File: config.mk
export PLATFORM = sky130hd
export DESIGN_NAME = wb_pwm_leds
export DESIGN_NICKNAME = d
export VERILOG_FILES = /design/src/rtl/wb_pwm_leds_pkg.sv /design/src/rtl/wb_pwm_chan.sv /design/src/rtl/wb_pwm_leds.sv
export SDC_FILE = /design/constraint.sdc
export NUM_CORES = 1
export LEC_CHECK = 0
export CAP_MARGIN = 15
export CORE_MARGIN = 5
export CORE_UTILIZATION = 59
export DETAILED_ROUTE_END_ITERATION = 8
export GPL_TIMING_DRIVEN = 0
export PLACE_DENSITY = 0.8
export SYNTH_ARGS = -nofsm -noshare
export SYNTH_HDL_FRONTEND = slang
export SYNTH_SLANG_ARGS = --single-unit
File: constraint.sdc
create_clock -name clk_i -period 2.5 [get_ports clk_i]
set_clock_uncertainty 0.1 [all_clocks]
set_input_delay 0.75 -clock clk_i [delete_from_list [all_inputs] [get_ports clk_i]]
set_output_delay 0.75 -clock clk_i [all_outputs]
set_load 0.02 [all_outputs]
File: src/rtl/wb_pwm_leds_pkg.sv
// Shared types and register-layout constants for the Wishbone PWM LED block.
package wb_pwm_leds_pkg;

   typedef enum logic [1:0] {
      MODE_OFF   = 2'b00,
      MODE_ON    = 2'b01,
      MODE_PWM   = 2'b10,
      MODE_BLINK = 2'b11
   } mode_t;

   localparam int CTRL_OFS  = 0;
   localparam int EN_BIT    = 0;
   localparam int PRESC_LSB = 8;
   localparam int DUTY_W    = 8;
   localparam int MODE_LSB  = 8;

endpackage

File: src/rtl/wb_pwm_chan.sv
// One LED channel: programmed duty/mode, shadowed active duty, registered LED drive.
module wb_pwm_chan
   import wb_pwm_leds_pkg::*;
(
   input  logic                  clk_sys,
   input  logic                  rst_b,
   input  logic                  wr,
   input  logic [1:0]            sel,
   input  logic [MODE_LSB+1:0]   dat,
   input  logic [DUTY_W-1:0]     pwm_cnt,
   input  logic                  wrap,
   input  logic                  blink,
   input  logic                  en,
   output logic [MODE_LSB+1:0]   rdata,
   output logic                  led
);

   logic [DUTY_W-1:0] duty;
   logic [DUTY_W-1:0] duty_act;
   mode_t             mode;

   always_ff @(posedge clk_sys) begin
      if (!rst_b) begin
         duty     <= '0;
         duty_act <= '0;
         mode     <= MODE_OFF;
         led      <= 1'b0;
      end else begin
         if (wr && sel[0]) duty <= dat[DUTY_W-1:0];
         if (wr && sel[1]) mode <= mode_t'(dat[MODE_LSB +: 2]);
         // active duty only moves at a period boundary so a period is never split
         if (wrap || !en) duty_act <= duty;
         if (!en) begin
            led <= 1'b0;
         end else begin
            case (mode)
               MODE_OFF:   led <= 1'b0;
               MODE_ON:    led <= 1'b1;
               MODE_PWM:   led <= (pwm_cnt < duty_act);
               MODE_BLINK: led <= (pwm_cnt < duty_act) && blink;
               default:    led <= 1'b0;
            endcase
         end
      end
   end

   assign rdata = {mode, duty};

endmodule

File: src/rtl/wb_pwm_leds.sv
// Wishbone slave with a CTRL register and CH PWM LED channels sharing one timebase.
module wb_pwm_leds
   import wb_pwm_leds_pkg::*;
#(
   parameter int              WORD      = 16,
   parameter int              CH        = 8,
   parameter int              ADDR_W    = 16,
   parameter logic [ADDR_W-1:0] BASE    = 16'h0040,
   parameter int              BLINK_BIT = 3
) (
   input  logic              clk_i,
   input  logic              rst_ni,
   input  logic              cyc_i,
   input  logic              stb_i,
   input  logic              we_i,
   input  logic [ADDR_W-1:0] adr_i,
   input  logic [WORD/8-1:0] sel_i,
   input  logic [WORD-1:0]   dat_i,
   output logic              ack_o,
   output logic [WORD-1:0]   dat_o,
   output logic [CH-1:0]     leds_o
);

   localparam int OFS_W = $clog2(CH + 1);

   logic             hit;
   logic             req;
   logic             wr;
   logic [OFS_W-1:0] off;
   logic             en;
   logic [7:0]       presc;
   logic [7:0]       presc_cnt;
   logic [7:0]       pwm_cnt;
   logic [BLINK_BIT:0] per_cnt;
   logic             tick;
   logic             wrap;
   logic [WORD-1:0]  rdata;
   logic [MODE_LSB+1:0] ch_rdata [CH];

   assign hit  = (adr_i[ADDR_W-1:OFS_W] == BASE[ADDR_W-1:OFS_W]);
   assign off  = adr_i[OFS_W-1:0];
   assign req  = cyc_i & stb_i & hit & ~ack_o;
   assign wr   = req & we_i;
   assign tick = en && (presc_cnt == presc);
   assign wrap = tick && (pwm_cnt == 8'hFF);

   always_comb begin
      rdata = '0;
      if (off == OFS_W'(CTRL_OFS)) begin
         rdata[EN_BIT]          = en;
         rdata[PRESC_LSB +: 8]  = presc;
      end
      for (int k = 0; k < CH; k++) begin
         if (off == OFS_W'(k + 1)) rdata[MODE_LSB+1:0] = ch_rdata[k];
      end
   end

   // Only the low period-counter bits up to the blink tap are observable, so only those are kept.
   always_ff @(posedge clk_i) begin
      if (!rst_ni) begin
         ack_o     <= 1'b0;
         dat_o     <= '0;
         en        <= 1'b0;
         presc     <= '0;
         presc_cnt <= '0;
         pwm_cnt   <= '0;
         per_cnt   <= '0;
      end else begin
         ack_o <= req;
         dat_o <= req ? rdata : '0;
         if (wr && (off == OFS_W'(CTRL_OFS))) begin
            if (sel_i[0]) en    <= dat_i[EN_BIT];
            if (sel_i[1]) presc <= dat_i[PRESC_LSB +: 8];
         end
         if (!en) begin
            presc_cnt <= '0;
            pwm_cnt   <= '0;
            per_cnt   <= '0;
         end else begin
            // a count already above a lowered presc runs on and wraps at 255
            presc_cnt <= tick ? 8'd0 : presc_cnt + 8'd1;
            if (tick) pwm_cnt <= pwm_cnt + 8'd1;
            if (wrap) per_cnt <= per_cnt + 1'b1;
         end
      end
   end

   for (genvar k = 0; k < CH; k++) begin : g_chan
      wb_pwm_chan u_chan (
         .clk_sys (clk_i),
         .rst_b   (rst_ni),
         .wr      (wr && (off == OFS_W'(k + 1))),
         .sel     (sel_i[1:0]),
         .dat     (dat_i[MODE_LSB+1:0]),
         .pwm_cnt (pwm_cnt),
         .wrap    (wrap),
         .blink   (per_cnt[BLINK_BIT]),
         .en      (en),
         .rdata   (ch_rdata[k]),
         .led     (leds_o[k])
      );
   end

endmodule

==> results of run 1 <==
==> metrics by stage <==
| step | cell area (sq um) | std cells |
|---|---|---|
| floorplan | 9508 | 1048 |
| global placement | 10400 | 1326 |
| detailed placement | 10400 | 1326 |
| CTS | 11080 | 1361 |
| global route | 11200 | 1366 |
| finish | 11200 | 1366 |
==> synthesized netlist by cell type (7+ instances only) <==
master	n	share of area (%)
dfxtp_1	198	42
buf_2	12	0.63
o21ai_1	66	3.5
mux2_2	9	1.1
buf_4	9	0.71
and3_1	9	0.59
a222oi_1	7	0.74
nand2_1	113	4.5
a221oi_1	15	1.4
ha_1	59	7.8
nand2b_1	18	1.2
nor2_1	38	1.5
nor2b_1	32	2.1
xor2_1	11	1.0
clkbuf_1	35	1.4
nand4_1	68	4.5
mux2i_1	89	9.4
buf_1	11	0.43
a21o_1	16	1.3
a21boi_1	8	0.63
a21oi_1	43	2.3
a2bb2oi_1	8	0.74
and2_1	11	0.72
o21ai_0	28	1.5
nand3_1	20	1.1
inv_1	61	2.4
==> state kept, by name, summed over array words and instances (netlist names) <==
name	count
presc	8
ack_o	1
per_cnt	4
pwm_cnt	8
dat_o	16
g_chan.u_chan.mode	16
g_chan.u_chan.led	8
g_chan.u_chan.duty	64
presc_cnt	8
g_chan.u_chan.duty_act	64
en	1
==> placed cells by master (no fill, tap or decap), types with 31 or more instances in the layout <==
| cell | netlist | routed |
|---|---|---|
| o21ai_1 | 66 | 66 |
| mux2i_1 | 89 | 88 |
| dfxtp_1 | 198 | 192 |
| ha_1 | 59 | 59 |
| a21oi_1 | 43 | 43 |
| clkdlybuf4s50_1 | 0 | 61 |
| inv_1 | 61 | 61 |
| nand2_1 | 113 | 113 |
| nor2b_1 | 32 | 31 |
| nand4_1 | 68 | 68 |
| nor2_1 | 38 | 38 |
==> tightest hold or removal path: cells and delay by family, from the launching register on <==
family,cells,cell delay (ns)
flip-flops,1,0.31
AND/OR/NAND/NOR,1,0.06
AO/OA/AOI/OAI,1,0.05
==> logic make-up after synthesis <==
group | after synthesis | share of synthesized area (%)
and+or+nand+nor | 342 | 19.49
AOI/OAI and AO/OA | 203 | 12.90
DFF | 198 | 41.69
buffers and inverters | 129 | 5.685
muxes | 100 | 10.91
adders and majority gates | 59 | 7.764
xor gates and xnor gates | 17 | 1.566
==> report_power, final <==
| group | switching (mW) | internal, mW | leakage [nW] |
|---|---|---|---|
| sequential | 0.00000285 | 3.15 | 1.60 |
| combinational | 0.175 | 0.106 | 2.16 |
| clock | 1.21 | 1.43 | 0.270 |
==> per-layer routing <==
metal  share of wire [%]  GRT usage, %
met3                 9.3         7.390
met2                  46         47.11
met5                   0             0
met4                 4.8         14.52
met1                  40         40.43
==> cell type report <==
class                      instances  area, sq um  share of cell area, %
timing repair buffer              73        760.7                  6.795
inverter                          61        229.0                  2.045
buffer                            67        335.3                  2.995
sequential                       198         3979                  35.54
multi-input combinational        721         5066                  45.25
clock inverter                     9        95.09                 0.8494
tap                              216        270.3                  2.414
clock buffer                      21        460.4                  4.113
==> timing repair <==
| item | in CTS | in global routing |
|---|---|---|
| endpoints found under the setup margin | 152 | 90 |
| pin swaps | 3 | 8 |
| resized for setup | 25 | 19 |
| buffers inserted | 5 | 6 |
==> worst paths after layout <==
kind	endpoint	cells after the start	slack, ns
setup reg to reg	g_chan[5].u_chan.duty_act[3]	7	0.15
hold / removal	g_chan[4].u_chan.duty_act[4]	2	0.37
setup / recovery	dat_o[2]	7	0.04
hold reg to reg	g_chan[4].u_chan.duty_act[4]	2	0.37
==> summary.txt, run 1 <==
Synth
  • Netlist Area Pre-Place: 9508 sq um
  • Post-Syn Nets: 1146
  • Cell count after synthesis: 1048
  • Async SR Flop Fraction: 0%
  • Register area share after synthesis: 41.69%
  • EDFF count, synth: 0
  • Average size of a mapped cell: 9.072 sq um
  • Synth cell types: 55
  • FF+latch count, synth: 198
  • Post-synth top flop: dfxtp_1
  • Synthesis Warnings: 0

GRT
  • First-pass GRT wire length: 43.86 mm
  • Largest net degree at the start of global routing: 17
  • Overflow after GRT: 0
  • Vias in the first global route: 8175
  • Global-route usage over all layers: 30.59%
  • Initial antenna violation count: 0

Worst hold path
  • Hold_sp: g_chan[4].u_chan.duty_act[4]
  • Worst Hold Class: reg -> reg

Power and ir drop
  • PD cells: 542.4 nW/um^2
  • Worst vdd ir: 0.6162 mV
  • Pwr Total: 6.072 mW
  • Lkg Pwr: 4.029 nW

STA
  • Final period utilization: 98.47%
  • Slew Limit Fails: 0
  • Final setup fails: 0
  • Min cycle time layout: 2.462 ns
  • RSZ-0062 raised after global routing: false
  • Final hold viol count: 0
  • Least-Margin Pin Slew: 0.8174 ns
  • F_max: 406.2 MHz
  • Setup TNS: 0 ns
  • PnR worst setup slack: 0.03833 ns
  • Slew margin rel.: 45.51%
  • Tightest hold margin: 0.3659 ns

Routing
  • Vias: 8447
  • First-pass DRT Iterations: 9
  • Drt initial violations: 856
  • WL per Instance: 20.71 microns
  • Post-Route WL: 28.29 mm
  • Vias/cell: 6.184
  • DRC: 0
  • Antenna-violating nets left: 0

Final layout
  • Layout cells sized above 1: 9.826%
  • Antenna Cells: 0
  • Synth-to-Final Area Change: 17.75%
  • Final net count: 1237
  • Fillers: 1179
  • Layout Utilization: 70.74%

Run
  • Max_cap viols: 0

Critical path
  • Crit-path cells: clkdlybuf4s50_1, nor2b_1, buf_1, a221oi_1, a21oi_1, a222oi_1, nor2_1
  • WP buf/inv: 2
  • CP top delay family: compound AO/OA/AOI/OAI gates
  • Worst Setup Path Type: in -> reg
  • Setup crit start kind: input pin
  • CP arrival: 2.68 ns
  • Setup crit end kind: flip-flop
  • Crit path from: adr_i[1]
  • Worst Path Max Fanout: 8
  • Max incr delay on CP: 0.59 ns
  • Worst EP required: 2.71 ns
  • Critical R2R Launch: pwm_cnt[5]
  • Slowest cell on crit path: clkdlybuf4s50_1

CTS
  • CTS root buf: clkbuf_16
  • CTS tree: done
  • Clk sink count: 198
  • CTS clk-pin slew, worst paths: 0.07 ns
  • Clock tree buffer depth: 2
  • TritonCTS Buffers: 17
  • Post-CTS Hold Buffers: 0
  • Htree depth: 4
  • Worst-Skew Late Latency: 0.44 ns

Placement
  • Final GP Congestion: 0.9565
  • Post-DP HPWL: 20.04 mm
  • Dpl ws: -0.7842 ns
  • # port buffers: 62

Floorplanning
  • Die H: 136.9 microns
  • IO Pins: 64
  • # rows: 46
  • Die W: 136.9 microns
  • Core area: 15830 sq um
  • Die ar.: 18750 sq um
  • Initial Utilization: 60.07%

Outcome
  • Status: completed
(Power assumes the default switching activity.)
==> run 2: changes to the inputs <==
SKIP_CTS_REPAIR_TIMING = 1   (was not set)
TNS_END_PERCENT = 10   (was not set)
==> summary.txt, run 2 (synthesis gave the netlist of run 1 again) <==
STA
  • Final hold viol count: 0
  • F_max: 402.5 MHz
  • Slew margin rel.: 42.80%
  • Min cycle time layout: 2.484 ns
  • Setup TNS: 0 ns
  • RSZ-0062 raised after global routing: true
  • Tightest hold margin: 0.3660 ns
  • Slew Limit Fails: 0
  • Final period utilization: 99.38%
  • Least-Margin Pin Slew: 0.8580 ns
  • Final setup fails: 0

Routing
  • Vias: 8332
  • DRC: 0
  • Post-Route WL: 28.09 mm
  • Vias/cell: 6.109
  • Drt initial violations: 854
  • WL per Instance: 20.59 microns
  • Antenna-violating nets left: 0
  • First-pass DRT Iterations: 9

CTS
  • CTS root buf: clkbuf_16
  • Htree depth: 4
  • CTS tree: done
  • Clock tree buffer depth: 2
  • Worst-Skew Late Latency: 0.43 ns
  • TritonCTS Buffers: 17
  • Clk sink count: 198
  • CTS clk-pin slew, worst paths: 0.07 ns

Final layout
  • Most frequent cells in the layout: 192 x dfxtp_1, 113 x nand2_1, 89 x mux2i_1
  • Synth-to-Final Area Change: 17.59%
  • Commonest non-fill, non-tap cell in the layout: dfxtp_1
  • Layout cells sized above 1: 9.146%
  • Final Non-Filler Cells: 1364
  • Final instance area: 11180 sq um
  • Regs by FF count: g_chan.u_chan.duty x64, g_chan.u_chan.duty_act x64
  • Layout Utilization: 70.64%
  • Final net count: 1235
  • Antenna Cells: 0

Floorplanning
  • Initial Utilization: 60.07%
  • Core area: 15830 sq um
  • Die W: 136.9 microns
  • Die ar.: 18750 sq um
  • Die H: 136.9 microns
  • IO Pins: 64
  • # rows: 46

Power and ir drop
  • Worst vdd ir: 0.6128 mV
  • P_int: 4.683 mW
  • Lkg Pwr: 4.017 nW
  • Sw frac: 22.79%
  • PD cells: 542.5 nW/um^2
  • Sw power: 1.383 mW
  • Sequential share of power: 51.9%
  • Share of total power in the clock network: 43.5%
  • Combinational Power Share: 4.6%

GRT
  • Largest net degree at the start of global routing: 17
  • Vias in the first global route: 8041
  • Global-route usage over all layers: 30.27%
  • Initial antenna violation count: 0
  • Overflow after GRT: 0
  • First-pass GRT wire length: 43.44 mm

Outcome
  • Status: completed

Placement
  • DP Area: 10400 sq um
  • Placed insts: 1326
  • # port buffers: 62
  • Post-DP HPWL: 20.04 mm
  • Final GP Congestion: 0.9565

Critical path
  • Worst Path Max Fanout: 8
  • Setup crit end kind: flip-flop
  • Worst Setup Path Type: in -> reg
  • Worst EP required: 2.75 ns
  • CP arrival: 2.73 ns
  • Setup crit start kind: input pin

Run
  • Max_cap viols: 0

Worst hold path
  • Worst Hold Class: reg -> reg
==> run 2: changes by cell type in the layout (fill, tap and decap cells not counted), sizes merged <==
cell | before | now
buf | 43 | 41
clkbuf | 57 | 56
dlymetal6s2s | 0 | 1
==> run 2: worst max-delay path, cell delays in order <==
cell	delay (ns)
clkdlybuf4s50_1	0.45
nor4b_4	0.37
and4_4	0.32
nand3_2	0.20
nor3_4	0.27
buf_12	0.17
mux2i_1	0.20
==> run 2: power by group through the flow <==
stage,clock (mW),sequential (mW),combinational (mW)
global route,2.78,3.15,0.289
detailed placement,0,3.22,0.259
global placement,0,3.22,0.256
CTS,2.65,3.15,0.261
finish,2.64,3.15,0.279
floorplan,0,3.22,0.123
==> run 2: routing by layer <==
metal,track usage [%],wire [microns]
met1,40.05,11630
met4,13.69,1251
met5,0,0
met2,46.29,12830
met3,8.088,2375
==> run 2: layout make-up <==
class	count	area (sq um)
multi-input combinational	721	5066
buffer	68	335.3
fill	1178	4647
clock buffer	21	460.4
tap	216	270.3
clock inverter	9	95.09
inverter	61	229.0
sequential	198	3979
timing repair buffer	70	745.7
==> run 2: path summary, 6_finish.rpt <==
check	startpoint	to	slack (ns)	cells after the start
setup reg to reg	pwm_cnt[5]	g_chan[0].u_chan.duty_act[2]	0.13	7
hold reg to reg	g_chan[2].u_chan.duty_act[7]	g_chan[2].u_chan.duty_act[7]	0.37	2
hold / removal	g_chan[2].u_chan.duty_act[7]	g_chan[2].u_chan.duty_act[7]	0.37	2
setup / recovery	adr_i[14]	g_chan[3].u_chan.duty[6]	0.02	7
==> run 2: per-stage QoR <==
step / setup WS [ns] / power [mW]
after global routing: -0.04355 / 6.212
final: 0.01562 / 6.066
after CTS: -0.3997 / 6.058
after floorplan: 0.1796 / 3.348
after detailed placement: -0.7842 / 3.484
after global placement: -0.7792 / 3.481
